===== config.mk =====
export PLATFORM = sky130hd
export DESIGN_NAME = fetch_queue_flat
export DESIGN_NICKNAME = d
export VERILOG_FILES = /design/src/rtl/fetch_pkg.sv /design/src/rtl/fetch_queue_if.sv /design/src/rtl/fetch_fifo.sv /design/src/rtl/fetch_queue.sv /design/src/flat_wrapper.sv
export SDC_FILE = /design/constraint.sdc
export NUM_CORES = 1
export LEC_CHECK = 0
export BUFFER_PORTS_ARGS = -buffer_cell sky130_fd_sc_hd__buf_2
export CAP_MARGIN = 20
export CELL_PAD_IN_SITES_DETAIL_PLACEMENT = 0
export CELL_PAD_IN_SITES_GLOBAL_PLACEMENT = 1
export CORE_UTILIZATION = 40
export DETAILED_ROUTE_END_ITERATION = 7
export GPL_ROUTABILITY_DRIVEN = 0
export PLACE_DENSITY = 0.76
export REMOVE_ABC_BUFFERS = 1
export SLEW_MARGIN = 20
export SYNTH_ARGS = -nofsm -noshare
export SYNTH_HDL_FRONTEND = slang
export SYNTH_SLANG_ARGS = --single-unit
export TNS_END_PERCENT = 100

===== constraint.sdc =====
create_clock -name clk -period 6.8 [get_ports clk]
set_clock_uncertainty 0.15 [all_clocks]
set_input_delay 0.68 -clock clk [delete_from_list [all_inputs] [get_ports clk]]
set_output_delay 0.68 -clock clk [all_outputs]
set_load 0.02 [all_outputs]

===== src/rtl/fetch_pkg.sv =====
//==============================================================================
// Module      : fetch_pkg
// Description : Shared constants and types for the prefetching fetch stage.
// Revision    : 1.0 - initial release
//==============================================================================
`timescale 1ns/1ps
`default_nettype none

package fetch_pkg;

    // Default datapath width and PC increment
    localparam int unsigned XLEN_DEFAULT    = 32;
    localparam int unsigned PC_STEP_DEFAULT = 4;

    // Value IF_ID_IR takes out of reset
    localparam logic [XLEN_DEFAULT-1:0] NOP = '0;

    // One buffered instruction: the word and its sequential successor address
    typedef struct packed {
        logic [XLEN_DEFAULT-1:0] ir;
        logic [XLEN_DEFAULT-1:0] npc;
    } fetch_entry_t;

endpackage : fetch_pkg

`default_nettype wire


===== src/rtl/fetch_queue_if.sv =====
//==============================================================================
// Module      : fetch_queue_if
// Description : Instruction-memory req/ack bus. The fetch unit is the master.
// Revision    : 1.0 - initial release
//==============================================================================
`timescale 1ns/1ps
`default_nettype none

interface fetch_queue_if #(
    parameter int unsigned XLEN = 32
);
    logic            req;
    logic [XLEN-1:0] addr;
    logic            ack;
    logic [XLEN-1:0] rdata;

    modport master (output req, output addr, input ack, input rdata);
    modport slave  (input req, input addr, output ack, output rdata);
endinterface : fetch_queue_if

`default_nettype wire


===== src/rtl/fetch_fifo.sv =====
//==============================================================================
// Module      : fetch_fifo
// Description : DEPTH-entry circular buffer with push, pop, flush and count.
//               Pointers are log2(DEPTH) bits and wrap naturally.
// Revision    : 1.0 - initial release
//==============================================================================
`timescale 1ns/1ps
`default_nettype none

module fetch_fifo
    import fetch_pkg::*;
#(
    parameter int unsigned DEPTH = 4,
    parameter type         T     = fetch_entry_t,
    localparam int unsigned AW   = $clog2(DEPTH),
    localparam int unsigned CW   = AW + 1
) (
    input  wire logic          clk,
    input  wire logic          reset,
    input  wire logic          flush,
    input  wire logic          push,
    input  wire logic          pop,
    input  wire T              push_data,
    output T                   head,
    output logic [CW-1:0]      count,
    output logic               empty
);

    T              r_mem [DEPTH];
    logic [AW-1:0] r_wr;
    logic [AW-1:0] r_rd;
    logic [CW-1:0] r_count;
    logic          w_push;
    logic          w_pop;

    assign empty  = (r_count == '0);
    assign w_push = push && (r_count != CW'(DEPTH));
    assign w_pop  = pop && !empty;
    assign head   = r_mem[r_rd];
    assign count  = r_count;

    // Storage array; contents need no reset because count gates visibility
    always_ff @(posedge clk) begin
        if (w_push && !flush) begin
            r_mem[r_wr] <= push_data;
        end
    end

    // Pointer and occupancy bookkeeping; flush wins over push/pop
    always_ff @(posedge clk or negedge reset) begin
        if (!reset) begin
            r_wr    <= '0;
            r_rd    <= '0;
            r_count <= '0;
        end else if (flush) begin
            r_wr    <= '0;
            r_rd    <= '0;
            r_count <= '0;
        end else begin
            if (w_push) r_wr <= r_wr + AW'(1);
            if (w_pop)  r_rd <= r_rd + AW'(1);
            case ({w_push, w_pop})
                2'b10:   r_count <= r_count + CW'(1);
                2'b01:   r_count <= r_count - CW'(1);
                default: r_count <= r_count;
            endcase
        end
    end

endmodule : fetch_fifo

`default_nettype wire


===== src/rtl/fetch_queue.sv =====
//==============================================================================
// Module      : fetch_queue
// Description : Prefetching IF stage. Issues one outstanding imem request at a
//               time, buffers responses in a DEPTH-entry queue and feeds the
//               IF/ID register. A taken branch flushes everything and drops
//               any response still in flight.
// Revision    : 1.0 - initial release
//==============================================================================
`timescale 1ns/1ps
`default_nettype none

module fetch_queue
    import fetch_pkg::*;
#(
    parameter int unsigned     XLEN     = XLEN_DEFAULT,
    parameter int unsigned     DEPTH    = 4,
    parameter logic [XLEN-1:0] RESET_PC = '0,
    parameter int unsigned     PC_STEP  = PC_STEP_DEFAULT
) (
    input  wire logic            clk,
    input  wire logic            reset,
    fetch_queue_if.master        imem,
    input  wire logic            EX_MEM_Cond,
    input  wire logic [XLEN-1:0] EX_MEM_ALU_output,
    input  wire logic            ID_stall,
    output logic      [XLEN-1:0] IF_ID_IR,
    output logic      [XLEN-1:0] IF_ID_NPC,
    output logic                 IF_ID_valid
);

    localparam int unsigned     CW     = $clog2(DEPTH) + 1;
    localparam logic [XLEN-1:0] C_STEP = XLEN'(PC_STEP);

    typedef struct packed {
        logic [XLEN-1:0] ir;
        logic [XLEN-1:0] npc;
    } entry_t;

    logic [XLEN-1:0] r_pc;
    logic [XLEN-1:0] r_cap_addr;
    logic            r_outstanding;
    logic            r_drop;

    logic [CW-1:0]   w_count;
    logic [CW:0]     w_occupancy;
    logic            w_empty;
    logic            w_req;
    logic            w_ack;
    logic            w_push;
    logic            w_load;
    logic            w_pop;
    entry_t          w_head;
    entry_t          w_push_data;

    // Slots already spoken for: buffered words plus a live (non-dropped) request
    assign w_occupancy = {1'b0, w_count} + (CW+1)'(r_outstanding && !r_drop);

    // Request gating is combinational so a response and the next request can
    // share a cycle; holding reset low forces the bus idle immediately.
    assign w_req = reset && !EX_MEM_Cond && (!r_outstanding || imem.ack)
                   && (w_occupancy < (CW+1)'(DEPTH));

    // Acks are only meaningful while a request is pending
    assign w_ack  = imem.ack && r_outstanding;
    assign w_push = w_ack && !r_drop && !EX_MEM_Cond;
    assign w_load = !EX_MEM_Cond && (!ID_stall || !IF_ID_valid);
    assign w_pop  = w_load && !w_empty;

    assign w_push_data.ir  = imem.rdata;
    assign w_push_data.npc = r_cap_addr + C_STEP;

    assign imem.req  = w_req;
    assign imem.addr = r_pc;

    fetch_fifo #(
        .DEPTH (DEPTH),
        .T     (entry_t)
    ) u_fifo (
        .clk       (clk),
        .reset     (reset),
        .flush     (EX_MEM_Cond),
        .push      (w_push),
        .pop       (w_pop),
        .push_data (w_push_data),
        .head      (w_head),
        .count     (w_count),
        .empty     (w_empty)
    );

    // PC, request tracking and drop flag; a redirect overrides issue/ack handling
    always_ff @(posedge clk or negedge reset) begin
        if (!reset) begin
            r_pc          <= RESET_PC;
            r_cap_addr    <= '0;
            r_outstanding <= 1'b0;
            r_drop        <= 1'b0;
        end else if (EX_MEM_Cond) begin
            r_pc          <= EX_MEM_ALU_output;
            r_outstanding <= r_outstanding && !imem.ack;
            r_drop        <= r_outstanding && !imem.ack;
        end else begin
            if (w_req) begin
                r_pc          <= r_pc + C_STEP;
                r_cap_addr    <= r_pc;
                r_outstanding <= 1'b1;
            end else if (w_ack) begin
                r_outstanding <= 1'b0;
            end
            if (w_ack && r_drop) begin
                r_drop <= 1'b0;
            end
        end
    end

    // IF/ID register: load from queue head unless ID is holding a live word
    always_ff @(posedge clk or negedge reset) begin
        if (!reset) begin
            IF_ID_IR    <= XLEN'(NOP);
            IF_ID_NPC   <= '0;
            IF_ID_valid <= 1'b0;
        end else if (EX_MEM_Cond) begin
            IF_ID_valid <= 1'b0;
        end else if (w_load) begin
            if (!w_empty) begin
                IF_ID_IR    <= w_head.ir;
                IF_ID_NPC   <= w_head.npc;
                IF_ID_valid <= 1'b1;
            end else begin
                IF_ID_valid <= 1'b0;
            end
        end
    end

endmodule : fetch_queue

`default_nettype wire


===== src/flat_wrapper.sv =====
// flat-port wrapper written by rule: the top's interface ports become plain ports
module fetch_queue_flat import fetch_pkg::*;
#(
    parameter int unsigned     XLEN     = XLEN_DEFAULT,
    parameter int unsigned     DEPTH    = 4,
    parameter logic [XLEN-1:0] RESET_PC = '0,
    parameter int unsigned     PC_STEP  = PC_STEP_DEFAULT
)
  (clk, reset, EX_MEM_Cond, EX_MEM_ALU_output, ID_stall, IF_ID_IR, IF_ID_NPC, IF_ID_valid, imem_req, imem_addr, imem_ack, imem_rdata);
  fetch_queue_if #(.XLEN(XLEN)) imem_i ();
  input  wire logic clk;
  input  wire logic reset;
  input  wire logic EX_MEM_Cond;
  input  wire logic [XLEN-1:0] EX_MEM_ALU_output;
  input  wire logic ID_stall;
  output logic      [XLEN-1:0] IF_ID_IR;
  output logic      [XLEN-1:0] IF_ID_NPC;
  output logic IF_ID_valid;
  output wire logic [$bits(imem_i.req)-1:0] imem_req;
  output wire logic [$bits(imem_i.addr)-1:0] imem_addr;
  input wire logic [$bits(imem_i.ack)-1:0] imem_ack;
  input wire logic [$bits(imem_i.rdata)-1:0] imem_rdata;
  assign imem_req = imem_i.req;
  assign imem_addr = imem_i.addr;
  assign imem_i.ack = imem_ack;
  assign imem_i.rdata = imem_rdata;
  fetch_queue #(.XLEN(XLEN), .DEPTH(DEPTH), .RESET_PC(RESET_PC), .PC_STEP(PC_STEP)) u_core (.clk(clk), .reset(reset), .imem(imem_i), .EX_MEM_Cond(EX_MEM_Cond), .EX_MEM_ALU_output(EX_MEM_ALU_output), .ID_stall(ID_stall), .IF_ID_IR(IF_ID_IR), .IF_ID_NPC(IF_ID_NPC), .IF_ID_valid(IF_ID_valid));
endmodule

==> results of run 1 <==
-- registers in the layout, indices dropped and copies added, names as in the netlist --
register	count
u_core.u_fifo.count	3
u_core.r_drop	1
u_core.IF_ID_NPC	32
u_core.u_fifo.r_wr	2
u_core.IF_ID_valid	1
u_core.r_cap_addr	32
u_core.imem.addr	32
u_core.u_fifo.r_rd	2
u_core.u_fifo.r_mem	256
u_core.IF_ID_IR	32
u_core.r_outstanding	1
-- logic make-up (layout without fill, tap and decap cells) --
group / count (synthesis) / count (layout) / share of synthesized area [%]
AND/OR/NAND/NOR: 225 / 225 / 7.82
multiplexers: 162 / 162 / 15.8
buffers and inverters: 65 / 266 / 1.68
adder cells (fa/ha/maj): 7 / 7 / 0.592
flip-flops: 394 / 394 / 69.3
AO/OA/AOI/OAI: 64 / 64 / 2.90
XOR/XNOR: 35 / 35 / 1.91
-- worst reg2reg max path, delay by kind of cell, from the launching register on --
family | cells | cell delay (ns)
AOI/OAI and AO/OA | 1 | 0.10
and+or+nand+nor | 4 | 1.90
adders and majority gates | 1 | 0.46
DFF | 1 | 0.46
-- synthesized netlist by cell type (2+ instances only) --
library cell | number | area share, %
nor3_1 | 14 | 0.44
xor2_1 | 14 | 0.76
nor2b_1 | 9 | 0.35
nor2_1 | 27 | 0.63
a22oi_1 | 5 | 0.23
buf_1 | 6 | 0.14
inv_1 | 19 | 0.44
clkbuf_1 | 24 | 0.56
ha_1 | 6 | 0.47
o311ai_0 | 13 | 0.71
and3_1 | 2 | 0.078
xnor2_1 | 21 | 1.1
a21oi_1 | 4 | 0.12
nand4b_1 | 3 | 0.16
a311oi_1 | 2 | 0.11
and2_1 | 7 | 0.27
or2_2 | 7 | 0.27
a311o_1 | 4 | 0.25
mux4_2 | 64 | 9.0
and4_1 | 5 | 0.27
dfrtp_1 | 138 | 21
mux2_2 | 93 | 6.5
or4_1 | 7 | 0.33
edfxtp_1 | 256 | 48
nor3b_1 | 2 | 0.093
a31oi_1 | 6 | 0.23
o31ai_1 | 10 | 0.47
nand2_1 | 44 | 1.0
nor4b_1 | 2 | 0.11
nand2b_1 | 3 | 0.12
o21ai_0 | 13 | 0.40
nand4_1 | 27 | 1.1
nor4_1 | 13 | 0.51
mux2i_1 | 5 | 0.31
buf_2 | 14 | 0.44
nand3_1 | 41 | 1.3
-- report_power, final --
part           switching (mW)  total, mW  internal (mW)
Sequential              0.344       3.38           3.04
Clock                   0.903       2.23           1.33
Combinational           0.933       1.71          0.774
Total                    2.18       7.32           5.14
-- worst paths after layout --
| check | startpoint | endpoint | cells past startpoint |
|---|---|---|---|
| max | reset | imem_req | 6 |
| min in group asynchronous | reset | u_core.IF_ID_IR[22] | 2 |
| min reg2reg | u_core.IF_ID_IR[30] | u_core.IF_ID_IR[30] | 1 |
| max reg2reg | u_core.u_fifo.count[1] | u_core.u_fifo.count[2] | 6 |
| min | imem_rdata[11] | u_core.u_fifo.r_mem[1][43] | 1 |
| max in group asynchronous | reset | u_core.u_fifo.r_rd[1] | 3 |
-- final cells by class --
cell class / count / area share [%]
multi-input combinational: 493 / 24.9
timing repair buffer: 173 / 4.74
clock inverter: 17 / 1.20
sequential: 394 / 59.2
clock buffer: 57 / 6.04
inverter: 19 / 0.379
tap: 525 / 3.49
-- layer usage --
metal  wire length [um]  global-route usage (%)
met1              15700                    23.7
met3               1430                    2.66
met2              16600                    27.7
met4                587                    3.87
met5                  0                       0
-- metrics by stage --
step | std cells | utilization, %
after floorplan | 906 | -
after detailed placement | 1603 | 44.0
after global routing | 1678 | 47.5
after global placement | 1603 | 44.0
final | 1678 | 47.5
after CTS | 1678 | 47.5
-- layout by cell type, fill, tap and decap left out, types with 5 or more instances in the layout --
cell / Yosys / routed
edfxtp_1: 256 / 256
buf_2: 14 / 165
dfrtp_1: 138 / 136
mux2_2: 93 / 93
mux4_2: 64 / 64
nand2_1: 44 / 43
clkbuf_16: 0 / 42
nand3_1: 41 / 41
nor2_1: 27 / 27
nand4_1: 27 / 27
xnor2_1: 21 / 21
inv_1: 19 / 19
nor3_1: 14 / 14
xor2_1: 14 / 14
o311ai_0: 13 / 13
o21ai_0: 13 / 13
nor4_1: 13 / 12
clkbuf_1: 24 / 12
o31ai_1: 10 / 10
nor2b_1: 9 / 9
or4_1: 7 / 7
or2_2: 7 / 7
a31oi_1: 6 / 6
ha_1: 6 / 6
buf_4: 0 / 6
and4_1: 5 / 5
mux2i_1: 5 / 5
a22oi_1: 5 / 5
-- timing repair --
action                    CTS  global route
hold buffers                1             0
resized for setup           0             0
buffers inserted            0             0
hold endpoints to repair   33             0
==> qor.txt, run 1 <==
Outcome: complete, no violations
Total grt overflow: 0
Syn Area/Cell: 16.9 sq um
CTS tree: built
WHS: 0.209 ns
Routed WL: 34,200 um
Mapped Area: 16,100 sq um
H-tree depth: 2
Pre-CTS WS: 3.29 ns
N_diodes: 0
Starting density of the core: 40.5%
Minimum clock period: 3.63 ns
Fin nets: 1,197
Maxcap violations: 0
Min-Delay Path Class: input port to register
Critical path class: input port to output pin
Port Buffers: 166
I/O pin cnt: 167
Skew-Pair Late Insertion Delay: 0.53 ns
DRT antenna net count: 0
Critical path, cell by cell: dlygate4sd3_1 > buf_6 > nand2b_1 > nor4_2 > buf_4 > buf_2
First-pass GRT wire length: 53,600 um
Worst path max stage delay: 0.54 ns
CP arrival: 2.80 ns
Setup TNS Final: 0 ns
DRC Markers: 0
Die ar.: 41,000 sq um
DP Area: 17,400 sq um
Dpl hpwl: 21,200 um
RSZ-0062 raised after global routing: no
Top delay family on crit path: buffers and inverters
Setup ws final: 3.17 ns
Num CTS Buffers: 40
Post-synth ARST share: 35.0%
Pwr dens: 389 nW/um^2
Vias in the first global route: 9,186
Core area: 39,600 sq um
R2R setup slack: 3.64 ns
Final Cell Area: 18,800 sq um
WP buf/inv: 4
Worst Max-Slew Pin Slew: 1.02 ns
Final setup fails: 0
Yosys warnings: 0
Routed vias: 9,016
Clk sinks: 394
Final hold viol count: 0
Ys flop type: edfxtp_1
Clock buffer depth: 3
LEAKAGE: 6.70 nW
FF+latch area: 11,100 sq um
Drt via density: 5.37
Post-synth EDFFs: 256
Row count: 73
P&R area growth vs syn: 17.1%
First DRT Iteration DRCs: 626
Startpoint types: input port
Share of layout cells above drive strength 1: 35.6%
Crit path capture type: output pin
GRT Total Usage: 16.9%
Fmax achieved: 275 MHz
Slowest-stage cell, CP: dlygate4sd3_1
Die height: 202 um
DR pass1 iterations: 5
Cell variety after synth: 58
Yosys reg bits: 394
Register area share after synthesis: 69.3%
Final Cycle Share: 53.4%
Final Max Slew Viols: 0
Final Power: 7.32 mW
Worst Path Max Fanout: 40
Multi-input gate area: 4690 sq um
Root Buffer: clkbuf_16
Reg clk slew, reported paths: 0.06 ns
Die width: 202 um
Initial antenna violation count: 0
Routed wire per std cell: 20.4 um
Fillers: 3,438
Largest net degree at the start of global routing: 69
Post-Synthesis Cells: 952
Worst Path Required: 5.97 ns
VDD IR-drop max: 0.000175 V
Slew margin rel.: 32.1%
No activity file was read; power rests on OpenSTA's default activity.
==> run 2: changes to the inputs <==
==> constraint.sdc (replaced) <==
create_clock -name clk -period 3.6 [get_ports clk]
set_clock_uncertainty 0.15 [all_clocks]
set_input_delay 0.36 -clock clk [delete_from_list [all_inputs] [get_ports clk]]
set_output_delay 0.36 -clock clk [all_outputs]
set_load 0.02 [all_outputs]
==> run 2 against run 1 <==
  * Critical path depth unchanged
  * Via count rose by 2.8%
  * Utilization rose by 2.0 points
  * Sequential share of layout area decreased by 2.4 points
  * Sequential power is 90% higher
  * First-iteration DRC count down 16%
  * Register-to-register slack got worse by 2.5 ns
  * Count of clock-buffer cells in the layout is 1 lower
  * Combinational power increased by 94%
  * Largest cell class unchanged
  * Non-clock buffer count is 80 higher
  * Die area is the same
  * Largest power group unchanged
==> qor.txt, run 2 (same netlist as run 1, synthesis figures left out) <==
Outcome: complete, no violations
Startpoint types: input port
Largest net degree at the start of global routing: 72
First DRT Iteration DRCs: 525
Routed WL: 34,800 um
Final Power: 13.8 mW
WP buf/inv: 4
Slowest-stage cell, CP: dlygate4sd3_1
Critical path class: input port to output pin
Initial antenna violation count: 1
DRC Markers: 0
GRT Total Usage: 17.4%
Final setup fails: 0
Root Buffer: clkbuf_16
Fillers: 3,363
Worst Path Max Fanout: 15
Routed vias: 9,266
Worst Max-Slew Pin Slew: 0.994 ns
N_diodes: 0
First-pass GRT wire length: 55,100 um
Setup Fix Bufs, Post-CTS: 0
Slew margin rel.: 33.7%
Vias in the first global route: 9,549
I/O pin cnt: 167
H-tree depth: 2
Drt via density: 5.26
Num CTS Buffers: 41
Clk sinks: 394
Top delay family on crit path: buffers and inverters
Row count: 73
Final Max Slew Viols: 0
Cts hold-fix bufs: 64
Core area: 39,600 sq um
Commonest cells after routing, fill and taps aside: edfxtp_1 (256), buf_2 (165), dfrtp_1 (136)
Worst Path Required: 3.09 ns
Total grt overflow: 0
Dpl hpwl: 22,600 um
Resize count post-CTS: 0
Final Cycle Share: 76.5%
DRT antenna net count: 0
Starting density of the core: 40.5%
DR pass1 iterations: 5
Die height: 202 um
RSZ-0062 raised after global routing: no
Die width: 202 um
CP arrival: 2.24 ns
P&R area growth vs syn: 22.0%
Pwr dens: 704 nW/um^2
Min-Delay Path Class: input port to register
VDD IR-drop max: 0.000325 V
Fmax achieved: 363 MHz
Worst path max stage delay: 0.62 ns
Most common cell after layout, fill and taps aside: edfxtp_1
Port Buffers: 166
CTS tree: built
Maxcap violations: 0
Minimum clock period: 2.75 ns
Skew-Pair Late Insertion Delay: 0.53 ns
LEAKAGE: 7.07 nW
Top reg by flops: u_core.u_fifo.r_mem
Critical path, cell by cell: dlygate4sd3_1 > buf_6 > nand2b_1 > nor4_2 > buf_4 > buf_2
Clock buffer depth: 3
Routed wire per std cell: 19.8 um
Pre-CTS WS: 0.841 ns
Die ar.: 41,000 sq um
Setup ws final: 0.847 ns
Share of layout cells above drive strength 1: 35.3%
Max FFs per register: 256
Final hold viol count: 0
Fin nets: 1,278
Reg clk slew, reported paths: 0.06 ns
Crit path capture type: output pin
## run 2: layout make-up
class / instances / area, sq um / share of cell area [%]
inverters: 19 / 71.3 / 0.364
repair buffers: 253 / 1730 / 8.81
flip-flops and latches: 394 / 11100 / 56.8
multi-input cells: 493 / 4690 / 23.9
clock inverters: 20 / 138 / 0.702
clock buffers: 56 / 1190 / 6.05
well taps: 525 / 657 / 3.35
## run 2: metal layers
layer,track usage (%),part of all wire [%]
met1,24.3,45
met2,28.3,48
met3,3.05,4.9
met4,4.40,1.7
met5,0,0.023
## run 2: worst reg2reg max path: stages, from the launching register on
cell	delay, ns
dfrtp_1	0.44
or3_1	0.47
nand2_4	0.20
nor2_1	0.09
fa_1	0.43
or4_1	0.53
o211ai_1	0.09
## run 2: report_power, final
group | internal, mW | total [mW] | switching, mW | leakage, nW
Combinational | 1.55 | 3.31 | 1.77 | 2.48
Sequential | 5.74 | 6.41 | 0.665 | 3.93
Clock | 2.39 | 4.09 | 1.70 | 0.654
## run 2: per-stage QoR
step	setup TNS [ns]	instance area, sq um	hold slack [ns]	utilization [%]	std cells
6_report	0	19600	0.0284	49.5	1760
5_1_grt	0	19600	0.0431	49.5	1760
2_1_floorplan	-74.87	15900	-0.0856	-	906
3_5_place_dp	0	17600	0.0450	44.5	1620
4_1_cts	0	19600	0.00406	49.5	1760
3_3_place_gp	0	17600	0.0442	44.5	1620
## run 2: final timing paths
path	start	end	slack, ns	cells after the start
setup / recovery	reset	imem_req	0.85	6
hold / removal	ID_stall	u_core.IF_ID_valid	0.03	3
setup reg to reg	u_core.u_fifo.count[1]	u_core.u_fifo.count[2]	1.12	6
hold reg to reg	u_core.IF_ID_IR[17]	u_core.IF_ID_IR[17]	0.35	1
max in group asynchronous	reset	u_core.IF_ID_IR[3]	1.45	4
min in group asynchronous	reset	u_core.imem.addr[14]	0.17	2
==> run 3: changes to the inputs <==
--- a/config.mk
+++ b/config.mk
@@ -12,7 +12,7 @@
 export CORE_UTILIZATION = 40
 export DETAILED_ROUTE_END_ITERATION = 7
 export GPL_ROUTABILITY_DRIVEN = 0
-export PLACE_DENSITY = 0.76
+export PLACE_DENSITY = 0.78
 export REMOVE_ABC_BUFFERS = 1
 export SLEW_MARGIN = 20
 export SYNTH_ARGS = -nofsm -noshare
==> constraint.sdc (replaced) <==
create_clock -name clk -period 2.4 [get_ports clk]
set_clock_uncertainty 0.15 [all_clocks]
set_input_delay 0.24 -clock clk [delete_from_list [all_inputs] [get_ports clk]]
set_output_delay 0.24 -clock clk [all_outputs]
set_load 0.02 [all_outputs]
==> run 3 against run 2 <==
  * Via count is 3.1% higher
  * Routed wire length is 4.2% higher
  * Final cell count is 2.2% higher
  * Combinational power is 61% higher
  * Critical path type is now register to output pin
==> qor.txt, run 3 (same netlist as run 1, synthesis figures left out) <==
Outcome: complete, no violations
Fin nets: 1,317
Maxcap violations: 0
Slew margin rel.: 51.2%
Final Power: 21.2 mW
Skew-Pair Late Insertion Delay: 0.54 ns
Commonest cells after routing, fill and taps aside: edfxtp_1 (256), buf_2 (164), dfrtp_1 (136)
Core area: 39,600 sq um
Die height: 202 um
GR Util met2: 28.9%
Port Buffers: 166
Setup ws final: 0.0675 ns
Met1 Use GR: 25.0%
Pre-CTS WS: 0.0773 ns
CP Launch Point: u_core.u_fifo.count[0]
Max FFs per register: 256
First DRT Iteration DRCs: 534
Total grt overflow: 0
Dpl hpwl: 22,800 um
Final Cell Area: 20,200 sq um
Most common cell after layout, fill and taps aside: edfxtp_1
H-tree depth: 2
Vias in the first global route: 9,897
Final Cycle Share: 97.2%
Die ar.: 41,000 sq um
Worst Path Max Fanout: 7
Fillers: 3,338
Share of layout cells above drive strength 1: 37.4%
DRT antenna net count: 0
Crit path capture type: output pin
Final Max Slew Viols: 0
DP Area: 18,000 sq um
Starting density of the core: 40.5%
Initial antenna violation count: 0
VDD IR-drop max: 0.000518 V
First-pass GRT wire length: 56,600 um
P&R area growth vs syn: 25.8%
CTS tree: built
Critical path class: register to output pin
N_diodes: 0
Final hold viol count: 0
Minimum clock period: 2.33 ns
Reg clk slew, reported paths: 0.06 ns
Routed vias: 9,553
Pwr dens: 1050 nW/um^2
GR peak layer: met2
CP arrival: 1.94 ns
Fmax achieved: 429 MHz
Min-Delay Path Class: input port to register
DR pass1 iterations: 4
Worst Path Required: 2.01 ns
Startpoint types: register
Drt via density: 5.31
Num CTS Buffers: 41
Clock buffer depth: 3
Hold_sp: EX_MEM_Cond
GRT Total Usage: 18.0%
Met3 GRT Util: 3.18%
R2R Path Start: u_core.u_fifo.count[2]
Routed WL: 36,200 um
Largest net degree at the start of global routing: 118
Worst Max-Slew Pin Slew: 0.732 ns
Routed wire per std cell: 20.1 um
LEAKAGE: 7.35 nW
Final setup fails: 0
Die width: 202 um
DRC Markers: 0
Top reg by flops: u_core.u_fifo.r_mem
Row count: 73
Clk sinks: 394
Root Buffer: clkbuf_16
I/O pin cnt: 167
[run 3: final timing paths]
kind                                          endpoint  slack, ns  cells past startpoint
worst max-delay path                          imem_req       0.07                      5
worst min-delay path             u_core.u_fifo.r_rd[1]       0.16                      6
worst max register to register  u_core.u_fifo.count[2]       0.10                      6
worst min register to register    u_core.IF_ID_NPC[27]       0.35                      1
max in group asynchronous        u_core.u_fifo.r_rd[1]       1.20                      3
min in group asynchronous         u_core.imem.addr[13]       0.19                      3
[run 3: per-stage QoR]
step / TNS, ns / cells / hold slack (ns) / util, %
after floorplan: -494.76 / 906 / -0.206 / -
after global placement: 0 / 1648 / 0.164 / 45.5
after detailed placement: 0 / 1648 / 0.164 / 45.5
after CTS: 0 / 1797 / 0.130 / 50.9
after global routing: -0.0124 / 1799 / 0.183 / 51.0
final: 0 / 1799 / 0.160 / 51.0
[run 3: final cells by class]
type	instances	area [sq um]	area share (%)
Sequential cell	394	11100	55.1
Multi-Input combinational cell	493	4720	23.3
Timing Repair Buffer	292	2240	11.1
Clock buffer	56	1190	5.91
Tap cell	525	657	3.25
Clock inverter	20	186	0.922
Inverter	19	71.3	0.353
[run 3: what timing repair did]
item | in CTS | in global routing
pin swaps | 1 | 2
setup buffers | 4 | 2
resized for setup | 5 | 4
hold endpoints to repair | 301 | 0
endpoints found under the setup margin | 1 | 2
hold buffers | 68 | 0
cloned | 1 | 0
[run 3: critical path, cell delays in order (launching register included)]
cell,delay (ns)
dfrtp_1,0.38
buf_4,0.17
and4b_4,0.23
nor4_4,0.34
buf_12,0.15
buf_4,0.13
[run 3: report_power, final]
part	internal (mW)	switching, mW
Clock	3.82	2.56
Sequential	8.61	0.858
Combinational	2.47	2.84
[run 3: per-layer routing]
| metal | up-vias | part of all wire, % |
|---|---|---|
| li1 | 4332 | - |
| met1 | 4850 | 44 |
| met2 | 311 | 48 |
| met3 | 60 | 5.7 |
| met4 | 0 | 2.2 |
| met5 | - | 0 |
